===== src/rtl/base9_counter_display.sv =====
// Two-digit base-N counter stage fed by a level from the upstream latch.
// STEP is synchronised, its rising edges advance the counter up or down;
// a synchronous load, a one-cycle terminal-count pulse and registered
// seven-segment patterns for both digits complete the stage.
module base9_counter_display #(
  parameter int BASE           = 9,
  parameter int SEG_ACTIVE_LOW = 0
) (
  input  logic       CLK,
  input  logic       R,
  input  logic       STEP,
  input  logic       UP,
  input  logic       LOAD,
  input  logic [7:0] LD_VAL,
  output logic [3:0] D1,
  output logic [3:0] D0,
  output logic       TC,
  output logic [6:0] SEG1,
  output logic [6:0] SEG0
);

  localparam logic [3:0] MAXD    = 4'(BASE - 1);
  localparam logic [6:0] SEG_INV = (SEG_ACTIVE_LOW != 0) ? 7'h7F : 7'h00;

  // Active-high gfedcba pattern; anything outside 0..9 blanks the digit.
  function automatic logic [6:0] enc(input logic [3:0] d);
    logic [6:0] s;
    case (d)
      4'd0:    s = 7'h3F;
      4'd1:    s = 7'h06;
      4'd2:    s = 7'h5B;
      4'd3:    s = 7'h4F;
      4'd4:    s = 7'h66;
      4'd5:    s = 7'h6D;
      4'd6:    s = 7'h7D;
      4'd7:    s = 7'h07;
      4'd8:    s = 7'h7F;
      4'd9:    s = 7'h6F;
      default: s = 7'h00;
    endcase
    return s;
  endfunction

  logic       s1, s2, s3;
  logic       evt;
  logic [3:0] ld1, ld0;
  logic [3:0] nx1, nx0;
  logic       wrap;

  // Three-flop synchroniser; preset to 1 so a level already high at reset
  // release is not mistaken for a fresh request.
  always_ff @(posedge CLK or negedge R) begin
    if (!R) begin
      s1 <= 1'b1;
      s2 <= 1'b1;
      s3 <= 1'b1;
    end else begin
      s1 <= STEP;
      s2 <= s1;
      s3 <= s2;
    end
  end

  assign evt = s2 & ~s3;

  // Load digits saturate independently at the top digit value.
  assign ld1 = (LD_VAL[7:4] > MAXD) ? MAXD : LD_VAL[7:4];
  assign ld0 = (LD_VAL[3:0] > MAXD) ? MAXD : LD_VAL[3:0];

  // Next count value for one step in the requested direction.
  always_comb begin
    nx1  = D1;
    nx0  = D0;
    wrap = 1'b0;
    if (UP) begin
      if (D0 == MAXD) begin
        nx0 = 4'd0;
        if (D1 == MAXD) begin
          nx1  = 4'd0;
          wrap = 1'b1;
        end else begin
          nx1 = D1 + 4'd1;
        end
      end else begin
        nx0 = D0 + 4'd1;
      end
    end else begin
      if (D0 == 4'd0) begin
        nx0 = MAXD;
        if (D1 == 4'd0) begin
          nx1  = MAXD;
          wrap = 1'b1;
        end else begin
          nx1 = D1 - 4'd1;
        end
      end else begin
        nx0 = D0 - 4'd1;
      end
    end
  end

  // Digit registers: load beats a step (a coincident step is dropped);
  // TC is high only for the cycle following a wrapping step.
  always_ff @(posedge CLK or negedge R) begin
    if (!R) begin
      D1 <= 4'd0;
      D0 <= 4'd0;
      TC <= 1'b0;
    end else if (LOAD) begin
      D1 <= ld1;
      D0 <= ld0;
      TC <= 1'b0;
    end else if (evt) begin
      D1 <= nx1;
      D0 <= nx0;
      TC <= wrap;
    end else begin
      TC <= 1'b0;
    end
  end

  // Segment patterns follow the digits by one edge.
  always_ff @(posedge CLK or negedge R) begin
    if (!R) begin
      SEG1 <= 7'h3F ^ SEG_INV;
      SEG0 <= 7'h3F ^ SEG_INV;
    end else begin
      SEG1 <= enc(D1) ^ SEG_INV;
      SEG0 <= enc(D0) ^ SEG_INV;
    end
  end

endmodule


===== config.mk =====
export PLATFORM = sky130hd
export DESIGN_NAME = base9_counter_display
export DESIGN_NICKNAME = d
export VERILOG_FILES = /design/src/rtl/base9_counter_display.sv
export SDC_FILE = /design/constraint.sdc
export NUM_CORES = 1
export LEC_CHECK = 0
export ABC_AREA = 1
export BUFFER_PORTS_ARGS = -buffer_cell sky130_fd_sc_hd__buf_2
export CAP_MARGIN = 25
export CORE_MARGIN = 8
export CORE_UTILIZATION = 40
export DETAILED_ROUTE_END_ITERATION = 12
export HOLD_SLACK_MARGIN = 0.1
export PLACE_DENSITY = 0.73
export RECOVER_POWER = 25
export SKIP_CTS_REPAIR_TIMING = 1
export SLEW_MARGIN = 20
export SYNTH_ARGS = -nofsm -noshare
export SYNTH_HDL_FRONTEND = slang
export SYNTH_SLANG_ARGS = --single-unit
export TNS_END_PERCENT = 10

===== constraint.sdc =====
create_clock -name CLK -period 2 [get_ports CLK]
set_input_delay 0.4 -clock CLK [delete_from_list [all_inputs] [get_ports CLK]]
set_output_delay 0.4 -clock CLK [all_outputs]
set_load 0.01 [all_outputs]

==> key figures, run 1 <==
Power and ir drop
  – LEAKAGE: 0.988 nW
  – Proportion of power drawn by flip-flops and latches: 41.1%
  – Logic gate share of total power: 42.5%
  – Power spent charging and discharging nets: 0.799 mW
  – Sw Ratio: 38.8%
  – Largest voltage drop on the vdd net: 0.000354 V
  – Cell-internal power: 1.26 mW
  – Clock power share: 16.4%
  – Power per unit of standard cell area: 1110 nW/um^2

Timing
  – Actual slew at the worst max-slew pin: 1.35 ns
  – Final worst path period need: 1.79 ns
  – Number of endpoints with negative hold slack in the final report: 0
  – Final slew viol count: 0
  – Achievable frequency: 560 MHz
  – RSZ-0062 raised after global routing: false
  – Final Hold Slack: 0.219 ns
  – Setup tns final: 0 ns
  – Worst setup margin: 0.214 ns
  – Post-route fraction of the period consumed by the critical path: 89.3%
  – Slew margin rel.: 9.83%
  – Endpoints failing setup: 0
  – Clock tree skew after final layout: 0.00532 ns

CTS
  – Clk buf depth: 2
  – Skew-Pair Late Insertion Delay: 0.27 ns
  – CTS tree: yes
  – Clock Root Buffer: sky130_fd_sc_hd__clkbuf_8
  – Clock buffer count from CTS: 3
  – Count of H-tree levels built during CTS: 1
  – Clock transition at path regs: 0.09 ns
  – Clk sinks: 26

Floorplan
  – Full die area: 6220 sq um
  – I/O pin count: 36
  – Vert. Die Dim: 78.9 um
  – Initial Utilization: 40.4%
  – Width of the chip: 78.9 um
  – Total number of placement rows: 23
  – Placeable Area: 3910 sq um

Final layout
  – Number of nets in the final layout: 260
  – Ant. Diodes: 0
  – Share of layout cells above drive strength 1: 31.0%
  – Final Instance Area: 1860 sq um
  – Layout overhead on the synthesized area: 17.6%

Synth
  – Warnings from Yosys: 0
  – Leading cell types by total area after synthesis: sky130_fd_sc_hd__dfstp_2 25%, sky130_fd_sc_hd__dfrtp_1 17%, sky130_fd_sc_hd__nand2_1 14%, sky130_fd_sc_hd__ha_1 11%, sky130_fd_sc_hd__nand3_1 5.7%
  – Post-synth ARST share: 100%
  – Post-synthesis net count: 221
  – Share of the synthesized area in the top cell type: 24.9%
  – Post-synth EDFFs: 0
  – Number of distinct library cells after synthesis: 28
  – Cell type contributing the most total cell area after synthesis: sky130_fd_sc_hd__dfstp_2
  – Flip-flop cell with the highest count after synthesis: sky130_fd_sc_hd__dfstp_2
  – Post-synthesis instance area: 1580 sq um
  – Sequential fraction of the synthesis area: 42.3%
  – Avg Synthesized Cell Area: 8.15 sq um
  – Gate Count Post-Synth: 194
  – Number of register bits inferred by synthesis: 26

Outcome
  – Status: finished clean

Worst setup path
  – Crit path capture type: flop
  – Start point of the critical path: D0[0]$_DFFE_PN0P_
  – Worst setup path category: flop to flop
  – Crit start category: flop
  – Biggest fanout along the worst timing path: 7
  – Startpoint of the worst register-to-register path: D0[0]$_DFFE_PN0P_
  – R2R setup slack: 0.21 ns
  – Worst Path Required: 2.21 ns
  – Endpoint arrival time on the critical path: 1.99 ns
  – Number of cells on the worst reg-to-reg path: 9

Detailed routing
  – Number of nets with antenna violations after detailed routing: 0
  – Wire length reported by the detailed router: 3430 um
  – Vias: 1,316
  – Total DRC errors in the routed layout: 0
  – Routed length per instance: 12.2 um
  – First drt pass iteration count: 4
  – Ratio of routed vias to standard cells: 4.67
  – Count of routing violations after the opening detailed-route iteration: 60

Min path
  – Worst min-delay path class: primary input to flop
  – Startpoint of the lowest-slack hold path: STEP
  – Hold Path Stages: 1

Place
  – Detailed-placement wirelength estimate: 2640 um
  – Place WS: 0.233 ns
  – Buffers added on ports: 35
  – Placement-stage cell area: 1810 sq um
  – Global placement routability congestion: 0.878

Global routing
  – Number of global-route vias before repair: 1,308
  – Pin count of the biggest net entering global routing: 27
  – Number of antenna violations at the first check in global routing: 0
  – Total track usage: 11.6%
  – Congestion Overflow GR: 0
  – Wire length of the first global-routing pass: 6070 um

Flow run
  – # Max-Cap Violations: 0
## power by group through the flow
stage / registers, mW / clock network, mW / logic (mW)
finish: 0.847 / 0.338 / 0.875
global route: 0.874 / 0.372 / 1.00
CTS: 0.849 / 0.351 / 0.887
detailed placement: 0.859 / 0 / 0.883
global placement: 0.855 / 0 / 0.874
floorplan: 0.934 / 0 / 0.516
## registers in the layout (all words and copies together) (netlist names)
signal / cells
SEG1: 7
s2: 1
D1: 4
D0: 4
s3: 1
SEG0: 7
s1: 1
TC: 1
## path summary, 6_finish.rpt
kind                                     endpoint
min in group asynchronous       D1[2]$_DFFE_PN0P_
worst min register to register       s2$_DFF_PN1_
worst min-delay path                 s1$_DFF_PN1_
max in group asynchronous       SEG0[6]$_DFF_PN0_
worst max register to register  D0[1]$_DFFE_PN0P_
worst max-delay path            D0[1]$_DFFE_PN0P_
## cells in the final DEF, fill, tap and decap left out, drive strengths merged
cell,n
nand2,59
buf,37
inv,23
nand3,19
nor2,16
dfstp,15
ha,14
dfrtp,11
a21oi,10
a31oi,6
o21ai,6
clkbuf,5
or2,4
nand4,2
xor2,2
nor3b,1
nand3b,1
o2111ai,1
## Yosys cell counts (2+ instances only)
cell / count
sky130_fd_sc_hd__or2_2: 2
sky130_fd_sc_hd__nand3_1: 18
sky130_fd_sc_hd__o21ai_1: 2
sky130_fd_sc_hd__nand4_1: 2
sky130_fd_sc_hd__nand2_1: 57
sky130_fd_sc_hd__or2_1: 2
sky130_fd_sc_hd__dfrtp_1: 11
sky130_fd_sc_hd__nand2_2: 2
sky130_fd_sc_hd__xor2_1: 2
sky130_fd_sc_hd__dfstp_2: 15
sky130_fd_sc_hd__buf_6: 2
sky130_fd_sc_hd__a21oi_1: 9
sky130_fd_sc_hd__nor2_2: 2
sky130_fd_sc_hd__a31oi_1: 6
sky130_fd_sc_hd__nor2_1: 12
sky130_fd_sc_hd__inv_1: 17
sky130_fd_sc_hd__ha_1: 14
sky130_fd_sc_hd__o21ai_0: 4
sky130_fd_sc_hd__inv_2: 6
## stage by stage
step | total power, mW | utilization, % | std cells
finish | 2.06 | 47.5 | 282
global route | 2.25 | 47.5 | 282
CTS | 2.09 | 47.6 | 282
detailed placement | 1.74 | 46.2 | 278
global placement | 1.73 | 46.2 | 278
floorplan | 1.45 | - | 194
## critical path: stages (launching register included)
cell and delay (ns):
sky130_fd_sc_hd__dfrtp_1 0.47, sky130_fd_sc_hd__inv_1 0.18, sky130_fd_sc_hd__ha_1 0.27, sky130_fd_sc_hd__inv_1 0.17, sky130_fd_sc_hd__nor2_8 0.05, sky130_fd_sc_hd__a21oi_2 0.25
sky130_fd_sc_hd__o21ai_1 0.11, sky130_fd_sc_hd__nand3_1 0.09, sky130_fd_sc_hd__o21ai_0 0.08, sky130_fd_sc_hd__inv_1 0.07
## final cells by class
type                       count  area [sq um]
inverter                      23          86.3
timing repair buffer          38           196
multi-input combinational    141           791
fill                         394          2050
tap                           50          62.6
sequential                    26           669
clock buffer                   4          55.1
## cell families (layout without fill, tap and decap cells)
kind of cell	count (synthesis)	in the layout	share of synthesized area [%]
flops	26	26	42.3
buf+inv	27	65	7.67
xor+xnor	2	2	1.11
compound gates	23	23	8.23
simple gates	102	102	29.6
fa+ha+maj	14	14	11.1
## routing by layer
metal	GRT usage [%]	up-vias	share of wire, %
met5	0	-	0
met4	4.63	0	1.5
met3	1.58	4	3.8
met2	19.6	24	48
met1	14.7	597	46
li1	-	691	-
Power figures use the tool's default switching activity.
==> run 2, diff against run 1 <==
CORE_UTILIZATION = 50   (was 40)
CTS_BUF_LIST = sky130_fd_sc_hd__clkbuf_16   (was not set)
PLACE_DENSITY = 0.86   (was 0.73)
==> run 2 against run 1 <==
  * Worst setup slack worse by 0.0081 ns
  * Non-clock buffer count is 1 lower
  * Sequential power is 2.6% higher
  * Via count is 3.2% higher
  * Cell area is 0.47% higher
  * Total power is 4.9% higher
  * Combinational power is 2.4% lower
  * Clock-buffer cell count is 1 lower
  * Wire length is 1.3% lower
  * Critical path depth is 2 higher
  * Die area is 16% lower
  * Utilization is 14 points higher
  * Critical path type unchanged
==> key figures, run 2 (synthesis results as in run 1) <==
CTS
  – Clock Root Buffer: sky130_fd_sc_hd__clkbuf_16
  – Clock transition at path regs: 0.06 ns (-0.03 ns)
  – Clock buffer count from CTS: 3 (unchanged)
  – CTS tree: yes
  – Count of H-tree levels built during CTS: 1 (unchanged)
  – Clk buf depth: 2 (unchanged)
  – Clk sinks: 26 (unchanged)
  – Skew-Pair Late Insertion Delay: 0.26 ns (about the same)

Timing
  – Post-route fraction of the period consumed by the critical path: 89.7% (+0.41 points)
  – Clock tree skew after final layout: 0.00428 ns (-0.00104 ns)
  – Final Hold Slack: 0.238 ns (+0.0187 ns)
  – Number of endpoints with negative hold slack in the final report: 0 (unchanged)
  – RSZ-0062 raised after global routing: false
  – Actual slew at the worst max-slew pin: 1.27 ns (-0.0786 ns)
  – Worst setup margin: 0.206 ns (-0.00811 ns)
  – Endpoints failing setup: 0 (unchanged)
  – Final worst path period need: 1.79 ns (+0.00811 ns)
  – Final slew viol count: 0 (unchanged)
  – Slew margin rel.: 15.1% (+5.2 points)
  – Setup tns final: 0 ns (unchanged)
  – Achievable frequency: 557 MHz (-0.45%)

Detailed routing
  – Met1 Wirelength: 1530 um (-3.8%)
  – Wire length reported by the detailed router: 3390 um (-1.3%)
  – Routed length per instance: 12.3 um (+1.3%)
  – First drt pass iteration count: 4 (unchanged)
  – Topmost layer with routed signal wires: met4
  – Number of nets with antenna violations after detailed routing: 0 (unchanged)
  – Routed wire length on met2: 1600 um (-3.7%)
  – Ratio of routed vias to standard cells: 4.94 (+5.8%)
  – Met3 wire length: 198 um (+52%)
  – Count of routing violations after the opening detailed-route iteration: 64 (+6.7%)
  – Vias: 1,358 (+3.2%)
  – Total DRC errors in the routed layout: 0 (unchanged)

Worst setup path
  – Biggest fanout along the worst timing path: 7 (unchanged)
  – Crit path capture type: flop
  – Maximum single-stage delay on the critical path: 0.44 ns (-0.03 ns)
  – Slowest stage cell on the critical path: sky130_fd_sc_hd__dfrtp_1
  – Endpoint arrival time on the critical path: 1.94 ns (-0.05 ns)
  – Worst setup path category: flop to flop
  – Cell breakdown of the critical path: inv_1, ha_1, inv_1, nor2_8, nand2_2, nand3_2, nand2_2, nor2_4, inv_2, nand2_1, nand2_1
  – Worst Path Required: 2.15 ns (-0.06 ns)
  – Crit start category: flop

Final layout
  – Number of nets in the final layout: 259 (-0.38%)
  – Commonest cells after routing, fill and taps aside: 57 x sky130_fd_sc_hd__nand2_1, 34 x sky130_fd_sc_hd__buf_2, 18 x sky130_fd_sc_hd__nand3_1, 17 x sky130_fd_sc_hd__inv_1, 15 x sky130_fd_sc_hd__dfstp_2
  – Area of all sequential standard cells: 669 sq um (unchanged)
  – Ant. Diodes: 0 (unchanged)
  – Leading cell type in the layout, fill and taps excluded: sky130_fd_sc_hd__nand2_1
  – Number of filler cells placed in the layout: 279 (-29%)
  – Count of non-filler cells in the finished layout: 275 (-2.5%)
  – Share of layout cells above drive strength 1: 30.3% (-0.73 points)
  – Largest regs: SEG0 (7), SEG1 (7)
  – Layout overhead on the synthesized area: 18.2%
  – Final Instance Area: 1870 sq um (+0.47%)
  – Footprint of the multi-input gates: 791 sq um (unchanged)

Place
  – Placement-stage cell area: 1790 sq um (-0.83%)
  – Cell Count Post-Placement: 271 (-2.5%)
  – Detailed-placement wirelength estimate: 2490 um (-5.9%)
  – Global placement routability congestion: 0.879 (+0.10%)
  – Buffers added on ports: 35 (unchanged)
  – Place WS: 0.251 ns (+0.0178 ns)

Floorplan
  – Total number of placement rows: 20 (-13%)
  – Initial Utilization: 52.2% (+12 points)
  – Full die area: 5220 sq um (-16%)
  – Placeable Area: 3030 sq um (-23%)
  – Vert. Die Dim: 72.2 um (-8.4%)
  – I/O pin count: 36 (unchanged)
  – Width of the chip: 72.2 um (-8.4%)

Global routing
  – Wire length of the first global-routing pass: 5600 um (-7.7%)
  – Congestion Overflow GR: 0 (unchanged)
  – Total track usage: 13.4% (+1.7 points)
  – Number of global-route vias before repair: 1,255 (-4.1%)
  – Number of antenna violations at the first check in global routing: 0 (unchanged)
  – Pin count of the biggest net entering global routing: 27 (unchanged)

Power and ir drop
  – Largest voltage drop on the vdd net: 0.000424 V (+20%)
  – Power per unit of standard cell area: 1160 nW/um^2 (+4.4%)
  – LEAKAGE: 0.993 nW (+0.47%)

Outcome
  – Status: finished clean

Flow run
  – # Max-Cap Violations: 0 (unchanged)

Min path
  – Worst min-delay path class: primary input to flop
==> run 2: area by class of cell <==
| class | instances | share of cell area, % |
|---|---|---|
| tap | 44 | 2.95 |
| multi-input combinational | 141 | 42.3 |
| clock buffer | 3 | 4.02 |
| inverter | 23 | 4.62 |
| timing repair buffer | 37 | 10.1 |
| clock inverter | 1 | 0.201 |
| sequential | 26 | 35.8 |
==> run 2: critical path, delay by kind of cell (launching register included) <==
family	cells	cell delay (ns)
buffers and inverters	3	0.41
adders and majority gates	1	0.24
and+or+nand+nor	7	0.60
DFF	1	0.44
==> run 2: routing by layer <==
layer / global-route usage [%] / vias to the layer above
li1: - / 696
met1: 16.6 / 612
met2: 21.5 / 44
met3: 2.75 / 6
met4: 6.58 / 0
met5: 0 / -
==> run 2: final timing paths <==
path / start / endpoint / slack, ns / cells past startpoint
worst max-delay path: D0[0]$_DFFE_PN0P_ / D1[3]$_DFFE_PN0P_ / 0.21 / 11
worst min-delay path: STEP / s1$_DFF_PN1_ / 0.24 / 1
worst max register to register: D0[0]$_DFFE_PN0P_ / D1[3]$_DFFE_PN0P_ / 0.21 / 11
worst min register to register: s1$_DFF_PN1_ / s2$_DFF_PN1_ / 0.35 / 0
max in group asynchronous: R / TC$_DFF_PN0_ / 0.85 / 1
min in group asynchronous: R / D1[3]$_DFFE_PN0P_ / 0.40 / 1
==> run 2: power by group <==
group / switching (mW) / internal [mW] / leakage, nW
registers: 0.119 / 0.750 / 0.294
logic: 0.525 / 0.329 / 0.661
clock network: 0.171 / 0.267 / 0.0385
total: 0.815 / 1.35 / 0.993
==> run 2: per-stage QoR <==
step | power [mW] | utilization (%)
floorplan | 1.45 | -
global placement | 1.70 | 59.2
detailed placement | 1.73 | 59.2
CTS | 2.18 | 61.8
global route | 2.33 | 61.7
finish | 2.16 | 61.7
